## config.mk

```make
export PLATFORM = sky130hd
export DESIGN_NAME = sm_step_gen
export DESIGN_NICKNAME = d
export VERILOG_FILES = /design/src/rtl/sm_step_gen.sv
export SDC_FILE = /design/constraint.sdc
export NUM_CORES = 1
export LEC_CHECK = 0
export BUFFER_PORTS_ARGS = -buffer_cell sky130_fd_sc_hd__buf_2
export CAP_MARGIN = 30
export CORE_AREA = 2 2 39 41
export DETAILED_ROUTE_END_ITERATION = 10
export DIE_AREA = 0 0 41 43
export SYNTH_ARGS = -nofsm -noshare
export SYNTH_HDL_FRONTEND = slang
export SYNTH_SLANG_ARGS = --single-unit
```

## constraint.sdc

```tcl
create_clock -name clk -period 1.33 [get_ports clk]
set_clock_uncertainty 0.1 [all_clocks]
set_input_delay 0.0665 -clock clk [delete_from_list [all_inputs] [get_ports clk]]
set_output_delay 0.0665 -clock clk [all_outputs]
set_load 0.05 [all_outputs]
```

## src/rtl/sm_step_gen.sv

```systemverilog
// sm_step_gen -- PIO state-machine step enable generator.
//
// Turns the fractional clock divider's pclk square wave into single-cycle
// step enables in the clk domain. It also swallows the steps requested by an
// instruction's [delay] field before the state machine may execute again.
//
// Ports:
//   clk         system clock
//   reset       synchronous, active-high reset
//   pclk        divider output (square wave, synchronous to clk)
//   bypass      divider set to exactly 1.0: issue a step every enabled cycle
//   en          state machine enable; while low, ticks stop and the delay holds
//   restart     single-cycle pulse, clears step and delay state
//   done        instruction completed (not stalled) in the current exec_en cycle
//   delay       delay field of the instruction completing with done
//   tick        registered step pulse
//   exec_en     tick while not delaying; the state machine acts only in this cycle
//   delaying    a delay is being swallowed
//   delay_cnt   remaining delay steps
//   exec_count  (SM_STEP_STATS_EN only) completed instruction count
//   stall_count (SM_STEP_STATS_EN only) stalled exec_en cycle count
//
// Optional feature macro: SM_STEP_STATS_EN adds the exec/stall counters.
module sm_step_gen #(
  parameter int DELAY_W = 5
) (
  input  logic               clk,
  input  logic               reset,
  input  logic               pclk,
  input  logic               bypass,
  input  logic               en,
  input  logic               restart,
  input  logic               done,
  input  logic [DELAY_W-1:0] delay,
  output logic               tick,
  output logic               exec_en,
  output logic               delaying,
  output logic [DELAY_W-1:0] delay_cnt
`ifdef SM_STEP_STATS_EN
  ,
  output logic [31:0]        exec_count,
  output logic [31:0]        stall_count
`endif
);

  localparam logic [DELAY_W-1:0] CNT_ZERO = {DELAY_W{1'b0}};
  localparam logic [DELAY_W-1:0] CNT_ONE  = DELAY_W'(1'b1);

  typedef enum logic [0:0] {
    ST_RUN   = 1'b0,
    ST_DELAY = 1'b1
  } state_t;

  state_t             state_r;
  state_t             state_nxt_s;
  logic               pclk_d_r;
  logic               tick_r;
  logic               tick_nxt_s;
  logic               exec_en_s;
  logic [DELAY_W-1:0] delay_cnt_r;
  logic [DELAY_W-1:0] delay_cnt_nxt_s;

  // Rising-edge detect on pclk, or a step every cycle when the divider is 1.0.
  always_comb begin
    tick_nxt_s = en & (bypass | (pclk & ~pclk_d_r));
  end

  // Execution is only allowed on a step taken outside a delay.
  always_comb begin
    exec_en_s = tick_r & (state_r == ST_RUN);
  end

  // Next state / remaining delay; DELAY is only entered with a nonzero count,
  // so the decrement can never wrap below zero.
  always_comb begin
    state_nxt_s     = state_r;
    delay_cnt_nxt_s = delay_cnt_r;
    case (state_r)
      ST_RUN: begin
        if (exec_en_s && done && (delay != CNT_ZERO)) begin
          state_nxt_s     = ST_DELAY;
          delay_cnt_nxt_s = delay;
        end else begin
          state_nxt_s     = ST_RUN;
          delay_cnt_nxt_s = delay_cnt_r;
        end
      end
      ST_DELAY: begin
        if (tick_r) begin
          delay_cnt_nxt_s = delay_cnt_r - CNT_ONE;
          if (delay_cnt_r == CNT_ONE) begin
            state_nxt_s = ST_RUN;
          end else begin
            state_nxt_s = ST_DELAY;
          end
        end else begin
          state_nxt_s     = ST_DELAY;
          delay_cnt_nxt_s = delay_cnt_r;
        end
      end
      default: begin
        state_nxt_s     = ST_RUN;
        delay_cnt_nxt_s = CNT_ZERO;
      end
    endcase
  end

  // Step/delay registers; restart clears exactly like reset so the divider
  // and the step logic start from a common point.
  always_ff @(posedge clk) begin
    if (reset) begin
      state_r     <= ST_RUN;
      delay_cnt_r <= CNT_ZERO;
      tick_r      <= 1'b0;
      pclk_d_r    <= 1'b0;
    end else if (restart) begin
      state_r     <= ST_RUN;
      delay_cnt_r <= CNT_ZERO;
      tick_r      <= 1'b0;
      pclk_d_r    <= 1'b0;
    end else begin
      state_r     <= state_nxt_s;
      delay_cnt_r <= delay_cnt_nxt_s;
      tick_r      <= tick_nxt_s;
      pclk_d_r    <= pclk;
    end
  end

  assign tick      = tick_r;
  assign exec_en   = exec_en_s;
  assign delaying  = (state_r == ST_DELAY);
  assign delay_cnt = delay_cnt_r;

`ifdef SM_STEP_STATS_EN
  logic [31:0] exec_count_r;
  logic [31:0] stall_count_r;

  // Free-running (wrapping) completed and stalled instruction counters.
  always_ff @(posedge clk) begin
    if (reset || restart) begin
      exec_count_r  <= 32'd0;
      stall_count_r <= 32'd0;
    end else if (exec_en_s) begin
      if (done) begin
        exec_count_r <= exec_count_r + 32'd1;
      end else begin
        stall_count_r <= stall_count_r + 32'd1;
      end
    end else begin
      exec_count_r  <= exec_count_r;
      stall_count_r <= stall_count_r;
    end
  end

  assign exec_count  = exec_count_r;
  assign stall_count = stall_count_r;
`endif

endmodule
```

### Word-level counts from Yosys, hierarchy flattened

Cells that the tools add are included.
W data, S select, Z words.

* flip-flop bits (word level): 8
* bits in latches: 0
* bits in writable memories: 0
* ROM bits: 0
* input bits: 12
* output and inout bits: 8
* word-level logic and storage cells: 26
* memories kept: 0

* add/subtract/negate cells: 1
* multipliers: 0
* divide/modulo/power cells: 0
* order comparisons: 0
* equal/unequal tests: 3
* shift operators: 0
* muxes and demuxes: 7
* bitwise operators: 6
* reduce and logical (&&, ||, !) cells: 5

Operator list (count)
* $mux W5: 2
* $pmux W5 S2: 1
* $eq A5 B1 Y1 const B: 1
* $reduce_bool A5 Y1: 1
* $sub A5 B1 Y5 const B: 1
* $ne A2 B1 Y1 const B: 2
* $and A1 B1 Y1: 3
* $mux W1: 3
* $logic_and A1 B1 Y1: 2
* $not A1 Y1: 2
* $pmux W1 S2: 1
* $reduce_and A2 Y1: 1
* $reduce_or A2 Y1: 1
* $or A1 B1 Y1: 1

### Logic depth before layout (Yosys ltp)

* depth after elaboration: 6
* gate-level depth with buffers: 6

### Worst setup path before layout

Ideal clock, no wire load.

* path kind: flip-flop to output port
* from: register state_r (netlist: delaying)
* to: output exec_en
* arrival: 1.463 ns
* path slack: -0.299 ns
* stages on the path, launching flop included: 3
* path buffers: 1
* cells stage by stage: dfxtp_1 > buf_2 > nor2b_1

* cells in the longest elaborated chain, start to end: 2

RTL lines
* from (decl): RTL line 54 `state_t state_r;`
* from (signal assigned): RTL line 122 `state_r <= state_nxt_s;`
* $not A1 Y1
* $and A1 B1 Y1: RTL line 70 `exec_en_s = tick_r & (state_r == ST_RUN);`
* to (decl): RTL line 36 `output logic exec_en,`

No other way between the ends.

### Final worst setup path

* from: input en
* to: register tick_r (netlist: tick)

* cells in the longest elaborated chain, start to end: 1

RTL lines
* from (decl): RTL line 31 `input logic en,`
* $and A1 B1 Y1: RTL line 65 `tick_nxt_s = en & (bypass | (pclk & ~pclk_d_r));`
* to (signal assigned): RTL line 124 `tick_r <= tick_nxt_s;`
* to (decl): RTL line 57 `logic tick_r;`

No other way between the ends.
A chain may end at the register's enable or synchronous reset.

==> flow_summary.json <==
{
  "outcome": "completed",
  "drt_iter0_markers": 6,
  "synth_cells": 59,
  "period_share_pct": 97.29,
  "critPathMaxFanout": 1,
  "hold_viol": 0,
  "slew_headroom_pct": 74.81,
  "htreeDepth": 1,
  "crit_path_end_kind": "flip-flop",
  "grt_pass1_vias": 442,
  "syn_avg_cell_area_um2": 8.080,
  "reg2regPathDepth": 5,
  "fin_setup_tns_ns": 0,
  "n_antenna_cell": 0,
  "switching_power_w": 0.0001405,
  "drt-total-wl_um": 1141,
  "async_reset_ff_share_pct": 0,
  "yosys_warnings": 0,
  "crit_type": "primary input to flip-flop",
  "fin_nets": 101,
  "clk_pin_slew_ns": 0.06,
  "synth_edf_count": 0,
  "synth-seq-cells": 8,
  "antenna_left": 0,
  "num_rows": 14,
  "ios": 20,
  "drv_cap": 0,
  "synth_fp_nets": 73,
  "gp_congestion": 0.8064,
  "dieArea_mm2": 0.001763,
  "drv_slew": 0,
  "syn-cell-area_um2": 476.7,
  "fp.dieW_um": 41,
  "synth_cell_type_count": 28,
  "utilization_pct": 50.00,
  "grt_start_max_net_pins": 8,
  "die-height_um": 43,
  "pwr-share-comb_pct": 15.4,
  "setup_viol": 0,
  "crit_chain": "dlygate4sd3_1, buf_2, nand2_1, dlygate4sd3_1, nor2_1",
  "multi_input_area_um2": 302.8,
  "clock.fmax_mhz": 772.8,
  "powerDensity_mw_per_mm2": 765.0,
  "power.total_w": 0.0005293,
  "rsz0062_at_grt": "false",
  "p_leak_nw": 0.2908,
  "p_seq_share_pct": 45.4,
  "vdd_drop_max_uv": 510.7,
  "min_path_type": "primary input to flip-flop",
  "worstMarginPinSlew_ns": 0.3778,
  "grt.total_usage_pct": 15.61,
  "design.core.area_mm2": 0.001384,
  "cts.path.max_buffers": 2,
  "route.detailed.drc": 0,
  "hpwl_um": 820.2,
  "cp_top_family": "buffers and inverters",
  "grt_pass1_wl_um": 1863,
  "cts.sinks": 8,
  "cts_buffers": 3,
  "grt.overflow.total": 0,
  "crit_path_frequent_cell": "dlygate4sd3_1",
  "cp_slowest_cell": "dlygate4sd3_1",
  "syn_to_final_growth_pct": 45.14,
  "worstPathRequired_ns": 1.38,
  "path_buf_inv": 3,
  "whs_path_depth": 3,
  "cp-start-kind": "primary input",
  "cp_data_arrival_time_ns": 1.34,
  "yosys_most_used_dff": "dfxtp_1",
  "crit_cells": 5,
  "vias": 502,
  "power_switching_share_pct": 26.55,
  "cpPeakStageDelay_ns": 0.55,
  "register_area_um2": 177.7,
  "final_common_cell": "buf_2",
  "yosysSeqAreaShare_pct": 33.60,
  "vias_per_cell": 4.922,
  "final.min_clock_period_ns": 1.294,
  "drive_gt1_share_pct": 41.86,
  "wl_per_cell_um": 11.19,
  "root_buffer": "clkbuf_4",
  "antenna_found_initial": 0,
  "intPower_w": 0.0003888,
  "clkPwrFrac_pct": 39.2,
  "start_util_pct": 34.45,
  "worstSkewPairLatency_ns": 0.26,
  "cts_tree": "done",
  "io_buffers": 19,
  "mostFrequentLayoutCells": "19 x buf_2, 5 x nor2_1, 5 x a21oi_1, 5 x nand2_1",
  "dr.pass1.iters": 3,
  "n_fill_cell": 140
}
## layout make-up
| type | count | share of cell area (%) |
|---|---|---|
| Sequential cell | 8 | 25.68 |
| Tap cell | 16 | 2.893 |
| Timing Repair Buffer | 25 | 21.70 |
| Inverter | 4 | 2.170 |
| Clock buffer | 4 | 3.797 |
| Multi-Input combinational cell | 45 | 43.76 |
## power groups by stage
stage | Combinational (W) | Sequential [W] | Clock (W)
floorplan | 0.0000315 | 0.000254 | 0
global placement | 0.0000709 | 0.000246 | 0
detailed placement | 0.0000706 | 0.000246 | 0
CTS | 0.0000796 | 0.000240 | 0.000217
global route | 0.0000888 | 0.000241 | 0.000234
finish | 0.0000815 | 0.000240 | 0.000207
## metrics by stage
stage | hold WS (ns) | std cells | cell area (um^2) | worst slack, ns
5_1_grt | 0.01771 | 102 | 691.9 | 0.01572
4_1_cts | 0.001917 | 102 | 684.4 | 0.02592
2_1_floorplan | 0.07061 | 59 | 496.7 | 0.001484
6_report | 0.01165 | 102 | 691.9 | 0.03606
3_3_place_gp | 0.1780 | 94 | 618.1 | 0.04260
3_5_place_dp | 0.1822 | 94 | 618.1 | 0.03872
## worst paths after layout
path	startpoint	to	slack (ns)
hold / removal	done	delaying$_SDFF_PP0_	0.01
setup reg to reg	delay_cnt[0]$_SDFFE_PP0P_	delay_cnt[4]$_SDFFE_PP0P_	0.09
setup / recovery	en	tick$_SDFF_PP0_	0.04
hold reg to reg	delay_cnt[1]$_SDFFE_PP0P_	delay_cnt[1]$_SDFFE_PP0P_	0.39
## tightest hold or removal path, stage by stage
cell and delay, ns:
buf_2 0.10, a31oi_1 0.08, nor2_1 0.08
## synth_stat cells (2+ instances only)
library cell	count	area [um^2]
a21o_1	2	15.01
a21oi_1	6	30.03
dfxtp_1	8	160.2
ha_1	2	25.02
inv_1	4	15.01
nand2_1	5	18.77
nand2b_1	2	12.51
nor2_1	5	18.77
nor2b_1	3	18.77
o21ai_0	2	10.01
o21ai_1	3	15.01
## kinds of logic (layout without fill, tap and decap cells)
family / count (synthesis) / count (layout) / synth area share (%)
flops: 8 / 8 / 33.60
buf+inv: 6 / 33 / 4.984
fa+ha+maj: 2 / 2 / 5.249
xor+xnor: 1 / 1 / 1.838
compound gates: 20 / 20 / 26.77
simple gates: 22 / 22 / 27.56
## flip-flops by register name, summed over array words and instances (netlist names)
register and flops:
delay_cnt 5, delaying 1, pclk_d_r 1, tick 1
## timing repair
item / in CTS / in global routing
hold buffers: 4 / 0
hold endpoints to repair: 2 / 0
setup buffers: 0 / 0
endpoints found under the setup margin: 0 / 2
resized for setup: 0 / 3
## per-layer routing
metal | GRT usage, % | vias to the layer above | part of all wire (%)
li1 | - | 267 | -
met1 | 21.10 | 222 | 48
met2 | 21.25 | 11 | 45
met3 | 3.665 | 2 | 5.0
met4 | 10.00 | 0 | 1.8
met5 | 0 | - | 0
No activity file was read; power rests on OpenSTA's default activity.
